[config.mk]
export PLATFORM = sky130hd
export DESIGN_NAME = psr_flag_unit_flat
export DESIGN_NICKNAME = d
export VERILOG_FILES = /design/src/rtl/psr_flag_unit_pkg.sv /design/src/rtl/psr_flag_unit_if.sv /design/src/rtl/psr_flag_unit_cond_eval.sv /design/src/rtl/psr_flag_unit.sv /design/src/flat_wrapper.sv
export SDC_FILE = /design/constraint.sdc
export NUM_CORES = 1
export LEC_CHECK = 0
export ABC_AREA = 0
export CAP_MARGIN = 20
export CORE_ASPECT_RATIO = 1.2
export CORE_MARGIN = 10
export CORE_UTILIZATION = 30
export DETAILED_ROUTE_END_ITERATION = 12
export PLACE_DENSITY = 0.9
export SLEW_MARGIN = 20
export SYNTH_ARGS = -nofsm -noshare
export SYNTH_HDL_FRONTEND = slang
export SYNTH_SLANG_ARGS = --single-unit
export TNS_END_PERCENT = 1
[constraint.sdc]
create_clock -name clk -period 2.6 [get_ports clk]
set_input_delay 0.78 -clock clk [delete_from_list [all_inputs] [get_ports clk]]
set_output_delay 0.78 -clock clk [all_outputs]
set_load 0.005 [all_outputs]
[src/rtl/psr_flag_unit_pkg.sv]
// Package: psr_flag_unit_pkg
// Shared widths, flag bit positions and branch condition codes for the
// processor status register block.
package psr_flag_unit_pkg;

    // Widths of the ALU flag vector and of the PSR move bus
    localparam int FLAG_W = 5;
    localparam int PSR_W  = 16;

    // Flag bit positions inside the PSR
    localparam int FLAG_C = 0;  // carry
    localparam int FLAG_L = 1;  // unsigned less-than
    localparam int FLAG_F = 2;  // signed overflow
    localparam int FLAG_Z = 3;  // equal / zero
    localparam int FLAG_N = 4;  // signed less-than

    // Branch / jump condition codes
    localparam logic [3:0] COND_EQ = 4'b0000;
    localparam logic [3:0] COND_NE = 4'b0001;
    localparam logic [3:0] COND_CS = 4'b0010;
    localparam logic [3:0] COND_CC = 4'b0011;
    localparam logic [3:0] COND_LO = 4'b0100;
    localparam logic [3:0] COND_HS = 4'b0101;
    localparam logic [3:0] COND_LT = 4'b0110;
    localparam logic [3:0] COND_GE = 4'b0111;
    localparam logic [3:0] COND_GT = 4'b1000;
    localparam logic [3:0] COND_LE = 4'b1001;
    localparam logic [3:0] COND_HI = 4'b1010;
    localparam logic [3:0] COND_LS = 4'b1011;
    localparam logic [3:0] COND_FS = 4'b1100;
    localparam logic [3:0] COND_FC = 4'b1101;
    localparam logic [3:0] COND_UC = 4'b1110;
    localparam logic [3:0] COND_NV = 4'b1111;

    typedef logic [FLAG_W-1:0] flags_t;

endpackage

[src/rtl/psr_flag_unit_if.sv]
// Interface: psr_flag_unit_if
// Bundles the execute-stage flag inputs, the LPR/SPR move bus, the branch
// condition request/response and the interrupt save/restore strobes.
// The master side is execute/branch control, the slave side is the PSR unit.
interface psr_flag_unit_if;
    import psr_flag_unit_pkg::*;

    logic [FLAG_W-1:0] alu_flags;
    logic              flag_we;
    logic              psr_wr_en;
    logic [PSR_W-1:0]  psr_wr_data;
    logic [PSR_W-1:0]  psr_rd_data;
    logic              cin;
    logic              cond_valid;
    logic [3:0]        cond;
    logic              cond_done;
    logic              cond_true;
    logic              int_save;
    logic              int_restore;

    modport master (
        output alu_flags, flag_we, psr_wr_en, psr_wr_data,
        output cond_valid, cond, int_save, int_restore,
        input  psr_rd_data, cin, cond_done, cond_true
    );

    modport slave (
        input  alu_flags, flag_we, psr_wr_en, psr_wr_data,
        input  cond_valid, cond, int_save, int_restore,
        output psr_rd_data, cin, cond_done, cond_true
    );

endinterface

[src/rtl/psr_flag_unit_cond_eval.sv]
// Module: psr_flag_unit_cond_eval
// Purely combinational branch condition evaluator: maps a flag vector and a
// 4-bit condition code to a taken/not-taken decision.
module psr_flag_unit_cond_eval
    import psr_flag_unit_pkg::*;
(
    input  logic [FLAG_W-1:0] i_flags,
    input  logic [3:0]        i_cond,
    output logic              o_taken
);

    logic w_c, w_l, w_f, w_z, w_n;

    assign w_c = i_flags[FLAG_C];
    assign w_l = i_flags[FLAG_L];
    assign w_f = i_flags[FLAG_F];
    assign w_z = i_flags[FLAG_Z];
    assign w_n = i_flags[FLAG_N];

    // Decode the condition code against the individual flags
    always_comb begin
        o_taken = 1'b0;
        case (i_cond)
            COND_EQ: o_taken =  w_z;
            COND_NE: o_taken = ~w_z;
            COND_CS: o_taken =  w_c;
            COND_CC: o_taken = ~w_c;
            COND_LO: o_taken =  w_l;
            COND_HS: o_taken = ~w_l;
            COND_LT: o_taken =  w_n;
            COND_GE: o_taken = ~w_n;
            COND_GT: o_taken = ~w_n & ~w_z;
            COND_LE: o_taken =  w_n |  w_z;
            COND_HI: o_taken = ~w_l & ~w_z;
            COND_LS: o_taken =  w_l |  w_z;
            COND_FS: o_taken =  w_f;
            COND_FC: o_taken = ~w_f;
            COND_UC: o_taken = 1'b1;
            COND_NV: o_taken = 1'b0;
            default: o_taken = 1'b0;
        endcase
    end

endmodule

[src/rtl/psr_flag_unit.sv]
// Module: psr_flag_unit
// Processor status register sitting after the ALU. Latches ALU flags on
// flag-writing ops, supports LPR/SPR moves, feeds carry back to the ALU and
// answers branch condition requests one cycle later. Condition evaluation
// looks at the next-state PSR so a compare in the same cycle is visible.
// Optional feature macro: PSR_SHADOW_EN adds a one-deep shadow copy of the
// PSR for interrupt entry/return. Without it int_save/int_restore are ignored.
module psr_flag_unit
    import psr_flag_unit_pkg::*;
(
    input  logic           clk,
    input  logic           reset,
    psr_flag_unit_if.slave psr_if
);

    logic [FLAG_W-1:0] r_psr;
    logic [FLAG_W-1:0] w_psr_next;
    logic [FLAG_W-1:0] w_shadow_val;
    logic              w_restore;
    logic              w_taken;
    logic              r_cond_done;
    logic              r_cond_true;
    logic              w_unused_wr_hi;

    // Only the low flag bits of an LPR carry information
    assign w_unused_wr_hi = ^psr_if.psr_wr_data[PSR_W-1:FLAG_W];

`ifdef PSR_SHADOW_EN
    logic [FLAG_W-1:0] r_shadow;
    logic              w_save;

    assign w_restore    = psr_if.int_restore;
    // A simultaneous restore takes priority and leaves the shadow untouched
    assign w_save       = psr_if.int_save & ~psr_if.int_restore;
    assign w_shadow_val = r_shadow;

    // Shadow captures the PSR value as it will be after this cycle's updates
    always_ff @(posedge clk) begin
        if (reset) begin
            r_shadow <= '0;
        end else if (w_save) begin
            r_shadow <= w_psr_next;
        end
    end
`else
    logic w_unused_int;

    assign w_unused_int = psr_if.int_save ^ psr_if.int_restore;
    assign w_restore    = 1'b0;
    assign w_shadow_val = '0;
`endif

    // Next-state selection: restore, then LPR, then ALU flags, else hold
    always_comb begin
        w_psr_next = r_psr;
        if (w_restore) begin
            w_psr_next = w_shadow_val;
        end else if (psr_if.psr_wr_en) begin
            w_psr_next = psr_if.psr_wr_data[FLAG_W-1:0];
        end else if (psr_if.flag_we) begin
            w_psr_next = psr_if.alu_flags;
        end
    end

    psr_flag_unit_cond_eval u_cond_eval (
        .i_flags (w_psr_next),
        .i_cond  (psr_if.cond),
        .o_taken (w_taken)
    );

    // PSR register update
    always_ff @(posedge clk) begin
        if (reset) begin
            r_psr <= '0;
        end else begin
            r_psr <= w_psr_next;
        end
    end

    // Condition response: done pulses per request, result held between requests
    always_ff @(posedge clk) begin
        if (reset) begin
            r_cond_done <= 1'b0;
            r_cond_true <= 1'b0;
        end else begin
            r_cond_done <= psr_if.cond_valid;
            if (psr_if.cond_valid) begin
                r_cond_true <= w_taken;
            end
        end
    end

    assign psr_if.psr_rd_data = {{(PSR_W-FLAG_W){1'b0}}, r_psr};
    assign psr_if.cin         = r_psr[FLAG_C];
    assign psr_if.cond_done   = r_cond_done;
    assign psr_if.cond_true   = r_cond_true;

endmodule
[src/flat_wrapper.sv]
// flat-port wrapper written by rule: the top's interface ports become plain ports
module psr_flag_unit_flat import psr_flag_unit_pkg::*;
  (clk, reset, psr_if_alu_flags, psr_if_flag_we, psr_if_psr_wr_en, psr_if_psr_wr_data, psr_if_cond_valid, psr_if_cond, psr_if_int_save, psr_if_int_restore, psr_if_psr_rd_data, psr_if_cin, psr_if_cond_done, psr_if_cond_true);
  psr_flag_unit_if psr_if_i ();
  input  logic clk;
  input  logic reset;
  input wire logic [$bits(psr_if_i.alu_flags)-1:0] psr_if_alu_flags;
  input wire logic [$bits(psr_if_i.flag_we)-1:0] psr_if_flag_we;
  input wire logic [$bits(psr_if_i.psr_wr_en)-1:0] psr_if_psr_wr_en;
  input wire logic [$bits(psr_if_i.psr_wr_data)-1:0] psr_if_psr_wr_data;
  input wire logic [$bits(psr_if_i.cond_valid)-1:0] psr_if_cond_valid;
  input wire logic [$bits(psr_if_i.cond)-1:0] psr_if_cond;
  input wire logic [$bits(psr_if_i.int_save)-1:0] psr_if_int_save;
  input wire logic [$bits(psr_if_i.int_restore)-1:0] psr_if_int_restore;
  output wire logic [$bits(psr_if_i.psr_rd_data)-1:0] psr_if_psr_rd_data;
  output wire logic [$bits(psr_if_i.cin)-1:0] psr_if_cin;
  output wire logic [$bits(psr_if_i.cond_done)-1:0] psr_if_cond_done;
  output wire logic [$bits(psr_if_i.cond_true)-1:0] psr_if_cond_true;
  assign psr_if_i.alu_flags = psr_if_alu_flags;
  assign psr_if_i.flag_we = psr_if_flag_we;
  assign psr_if_i.psr_wr_en = psr_if_psr_wr_en;
  assign psr_if_i.psr_wr_data = psr_if_psr_wr_data;
  assign psr_if_i.cond_valid = psr_if_cond_valid;
  assign psr_if_i.cond = psr_if_cond;
  assign psr_if_i.int_save = psr_if_int_save;
  assign psr_if_i.int_restore = psr_if_int_restore;
  assign psr_if_psr_rd_data = psr_if_i.psr_rd_data;
  assign psr_if_cin = psr_if_i.cin;
  assign psr_if_cond_done = psr_if_i.cond_done;
  assign psr_if_cond_true = psr_if_i.cond_true;
  psr_flag_unit u_core (.clk(clk), .reset(reset), .psr_if(psr_if_i));
endmodule
==> flow_summary.json, run 1 <==
{
  "antenna_found_initial": 0,
  "hold_depth": 2,
  "row_count": 17,
  "yosys.area_share.simple": 0.1447,
  "final_cell_mix": "clkdlybuf4s50_1, conb_1, dfxtp_1",
  "cts_tree": "built",
  "powerDensity_mw_per_mm2": 395.8,
  "finalSetupViolCount": 0,
  "synthAdderAreaFrac": 0,
  "core_region_area_mm2": 0.001829,
  "holdCritPathClass": "reg -> reg",
  "yosys.cell_types.count": 32,
  "ys_seq_area_frac": 0.2419,
  "drive_above_1_share": 0.1563,
  "timing.fmax_mhz": 419.0,
  "synth_mux_area_frac": 0.1879,
  "worstPathRequired_ns": 2.75,
  "synth-main-ff-cell": "dfxtp_1",
  "cts.sink_count": 7,
  "fp.dieW_um": 60.12,
  "io_pins": 51,
  "htree_num_levels": 1,
  "place_hpwl_um": 1484,
  "cp_max_fo": 2,
  "synth_xor_xnor_area_share": 0.01512,
  "first_global_vias": 601,
  "numCtsBuffers": 3,
  "num-fill-cells": 178,
  "synth_top_family_by_area": "buffers and inverters",
  "rsz0062_at_grt": "false",
  "grt_usage": 0.08200,
  "gp_congestion": 0.8039,
  "fin_crit_ns": 2.387,
  "syn_area_um2": 579.3,
  "yosys_warnings": 0,
  "final_common_cell": "clkdlybuf4s50_1",
  "reg2reg_from": "u_core.r_psr[1]",
  "reg2reg_to": "u_core.psr_if.cond_true",
  "ff2ff_setup_slack_ns": 0.84,
  "run_status": "finished, final reports clean",
  "diodes": 0,
  "initial_utilization": 0.3167,
  "placed_area_um2": 829.5,
  "worstHoldStart": "u_core.psr_if.cond_true",
  "synth_compound_gate_area_share": 0.1965,
  "fin_crit_sh": 0.9180,
  "first_pass_iters": 4,
  "io_buffer_count": 26,
  "finClkSkew_ns": 0.002965,
  "grt_pass1_wl_um": 2546,
  "stdcell_area_um2": 854.6,
  "critical_path.endpoint_type": "register",
  "grt_max_degree": 11,
  "area_growth_syn_to_layout_pct": 47.52,
  "arrival_ns": 2.54,
  "cts-root-buf": "clkbuf_4",
  "vdd_drop_max_uv": 167.1,
  "die_area_mm2": 0.004096,
  "critPathKind": "in -> reg",
  "vias": 558,
  "drtIter0Drc": 8,
  "chipHeight_um": 68.14,
  "p_leak_uw": 0.0003610,
  "cts_buffer_depth": 2,
  "avgSynthCellArea_um2": 8.912,
  "synth_enable_flop_cells": 0,
  "startpoint_type": "input pin",
  "antenna_left": 0,
  "synthArstFlopShare": 0,
  "synth_seq_cells": 7,
  "drv_slew": 0,
  "insertion_delay_ns": 0.26,
  "nNetsFinal": 129,
  "hold_viol_final": 0,
  "drv_cap": 0,
  "grt_overflow_total": 0,
  "fin_util": 0.4672,
  "hold_end": "u_core.psr_if.cond_true",
  "wl_per_cell_um": 14.54,
  "clk_pin_slew_ns": 0.05,
  "syn_inst": 65,
  "drc": 0,
  "ff2ff_path_depth": 5,
  "wirelength_um": 1672,
  "viasPerCell": 4.852
}
==> per-stage QoR <==
stage / instances / power [uW] / hold WS [ns] / worst slack, ns / setup TNS [ns]
global route: 115 / 359.7 / 0.7055 / 0.1191 / 0
global placement: 111 / 232.6 / 0.6244 / -0.2140 / -0.2140
floorplan: 75 / 187.0 / 0.6189 / 0.4414 / 0
finish: 115 / 338.3 / 0.6377 / 0.2133 / 0
CTS: 115 / 340.4 / 0.6469 / 0.2162 / 0
detailed placement: 111 / 238.1 / 0.6330 / -0.2971 / -0.2971
==> critical path, stage by stage <==
cell and delay (ns):
clkdlybuf4s50_1 0.40, mux2_1 0.32, mux4_2 0.51, o221ai_2 0.19
o311ai_1 0.12, a41o_1 0.21
==> power breakdown <==
group / switching, uW / total (uW) / internal (uW)
Clock: 44.2 / 103 / 58.8
Sequential: 3.25 / 119 / 115
Combinational: 47.5 / 117 / 69.0
Total: 95.0 / 338 / 243
==> layout make-up <==
cell class                      count  area, um^2  share of cell area
Clock buffer                        4       26.28             0.03075
Inverter                            3       11.26             0.01318
Multi-Input combinational cell     51       356.6              0.4173
Sequential cell                     7       140.1              0.1640
Tap cell                           19       23.77             0.02782
Timing Repair Buffer               31       296.5              0.3470
==> registers in the layout, indices dropped and copies added (netlist names) <==
name / flops
u_core.r_psr: 5
u_core.psr_if.cond_done: 1
u_core.psr_if.cond_true: 1
==> how the worst max path moves through the flow <==
stage	start	to	slack [ns]	depth (start not counted)
global route	psr_if_alu_flags[1]	u_core.psr_if.cond_true	0.12	6
CTS	psr_if_alu_flags[1]	u_core.psr_if.cond_true	0.22	6
detailed placement	psr_if_flag_we	u_core.psr_if.cond_true	-0.30	7
floorplan	psr_if_flag_we	u_core.psr_if.cond_true	0.44	5
global placement	psr_if_flag_we	u_core.psr_if.cond_true	-0.21	6
finish	psr_if_alu_flags[1]	u_core.psr_if.cond_true	0.21	6
==> cells in the mapped netlist, drive strengths merged, types with 2 or more instances <==
cell type / n / share of area
inv: 2 / 0.013
o221ai: 2 / 0.041
nor3b: 2 / 0.026
nand2b: 2 / 0.022
dfxtp: 7 / 0.24
buf: 14 / 0.19
mux2: 5 / 0.097
mux2i: 3 / 0.052
nand2: 3 / 0.019
nor2: 6 / 0.039
==> cell families after synthesis <==
kind of cell    count (synthesis)
compound gates                 13
xor+xnor                        1
buf+inv                        17
flops                           7
mux                             9
other cells                     1
simple gates                   17
==> routing by layer <==
metal	vias to the layer above	wire length (um)	GRT usage
li1	281	-	-
met1	241	595	0.07082
met2	32	840	0.1327
met3	4	202	0.04630
met4	0	33	0.07303
met5	-	0	0
==> what timing repair did <==
action | CTS | global route
endpoints found under the setup margin | 1 | 0
resized for setup | 1 | 0
buffers inserted | 0 | 0
hold buffers | 0 | 0
Note: power is estimated with default switching activity, not from simulation.
==> run 2: changes to the inputs <==
- RECOVER_POWER: not set -> 50
==> flow_summary.json, run 2 (same netlist as run 1, synthesis figures left out) <==
{
  "finClkSkew_ns": 0.002877,
  "initial_utilization": 0.3167,
  "powerDensity_mw_per_mm2": 394.6,
  "antenna_found_initial": 0,
  "fin_util": 0.4651,
  "largest_register_ffs": 5,
  "startpoint_type": "input pin",
  "numCtsBuffers": 3,
  "cp_max_fo": 2,
  "drc": 0,
  "wirelength_um": 1666,
  "grt_usage": 0.08200,
  "io_buffer_count": 26,
  "area_growth_syn_to_layout_pct": 46.87,
  "cts-root-buf": "clkbuf_4",
  "clk_pin_slew_ns": 0.05,
  "insertion_delay_ns": 0.26,
  "core_region_area_mm2": 0.001829,
  "htree_num_levels": 1,
  "reg2reg_from": "u_core.r_psr[1]",
  "finalSetupViolCount": 0,
  "io_pins": 51,
  "p_leak_uw": 0.0003617,
  "cts_hold_buffers": 0,
  "drv_slew": 0,
  "cts.sink_count": 7,
  "dp.cells": 111,
  "fin_crit_sh": 0.9185,
  "worstPathRequired_ns": 2.75,
  "ff2ff_path_depth": 5,
  "vdd_drop_max_uv": 165.7,
  "layout.cells.non_filler": 115,
  "hold_depth": 2,
  "crit_chain": "clkdlybuf4s50_1, mux2_1, mux4_2, o221ai_2, o311ai_1, a41o_1",
  "antenna_left": 0,
  "hold_end": "u_core.psr_if.cond_true",
  "timing.fmax_mhz": 418.7,
  "reg2reg_to": "u_core.psr_if.cond_true",
  "drive_above_1_share": 0.1458,
  "drv_cap": 0,
  "drtIter0Drc": 10,
  "grt_max_degree": 11,
  "top_register": "u_core.r_psr",
  "gp_congestion": 0.8039,
  "path_delay_family": "multiplexers",
  "place_hpwl_um": 1484,
  "chipHeight_um": 68.14,
  "fin_crit_ns": 2.388,
  "die_area_mm2": 0.004096,
  "slowest_stage": "mux4_2",
  "hold_viol_final": 0,
  "critPathBufInv": 1,
  "first_global_vias": 601,
  "arrival_ns": 2.54,
  "diodes": 0,
  "nNetsFinal": 129,
  "fp.dieW_um": 60.12,
  "ff2ff_setup_slack_ns": 0.84,
  "run_status": "finished, final reports clean",
  "final_common_cell": "clkdlybuf4s50_1",
  "row_count": 17,
  "cp_slowest_stage_delay_ns": 0.51,
  "cts_buffer_depth": 2,
  "wl_per_cell_um": 14.49,
  "viasPerCell": 4.843,
  "grt_pass1_wl_um": 2546,
  "first_pass_iters": 4,
  "cts_tree": "built",
  "critPathKind": "in -> reg",
  "final_cell_mix": "clkdlybuf4s50_1, conb_1, dfxtp_1",
  "power_uw": 335.7,
  "holdCritPathClass": "reg -> reg",
  "vias": 557,
  "critical_path.endpoint_type": "register",
  "rsz0062_at_grt": "false",
  "grt_overflow_total": 0,
  "worstHoldStart": "u_core.psr_if.cond_true"
}
[run 2: worst max path at each step]
stage | cells after the start | start | endpoint
finish | 6 | psr_if_alu_flags[1] | u_core.psr_if.cond_true
global route | 6 | psr_if_psr_wr_en | u_core.psr_if.cond_true
CTS | 6 | psr_if_alu_flags[1] | u_core.psr_if.cond_true
detailed placement | 7 | psr_if_flag_we | u_core.psr_if.cond_true
global placement | 6 | psr_if_flag_we | u_core.psr_if.cond_true
floorplan | 5 | psr_if_flag_we | u_core.psr_if.cond_true
[run 2: layout make-up]
class | instances | area (um^2)
fill | 178 | 978.4
multi-input combinational | 51 | 356.6
timing repair buffer | 31 | 292.8
sequential | 7 | 140.1
clock buffer | 4 | 26.28
tap | 19 | 23.77
inverter | 3 | 11.26
[run 2: repair_timing]
item | CTS | global route
resized for setup | 1 | 0
setup buffers | 0 | 0
setup endpoints to repair | 1 | 0
hold endpoints to repair | 0 | 0
[run 2: metrics by stage]
| stage | hold WS [ns] | setup WS, ns | setup TNS [ns] | instance area (um^2) |
|---|---|---|---|---|
| 2_1_floorplan | 0.6189 | 0.4414 | 0 | 616.8 |
| 3_3_place_gp | 0.6244 | -0.2140 | -0.2140 | 829.5 |
| 3_5_place_dp | 0.6330 | -0.2971 | -0.2971 | 829.5 |
| 4_1_cts | 0.6469 | 0.2162 | 0 | 854.6 |
| 5_1_grt | 0.7055 | 0.09356 | 0 | 850.8 |
| 6_report | 0.6390 | 0.2118 | 0 | 850.8 |
[run 2: tightest hold or removal path, cell delays in order (launching register included)]
cell and delay [ns]:
dfxtp_1 0.32, nor3b_1 0.18, a41o_1 0.11
[run 2: metal layers]
metal | GRT usage | vias up | share of wire
li1 | - | 281 | -
met3 | 0.04630 | 4 | 0.13
met4 | 0.07303 | 0 | 0.020
met1 | 0.07082 | 236 | 0.35
met2 | 0.1327 | 36 | 0.50
met5 | 0 | - | 0
[run 2: where the power goes]
group          switching, uW  internal, uW
clock network           43.8          58.8
registers               3.19           115
logic                   47.5          67.1
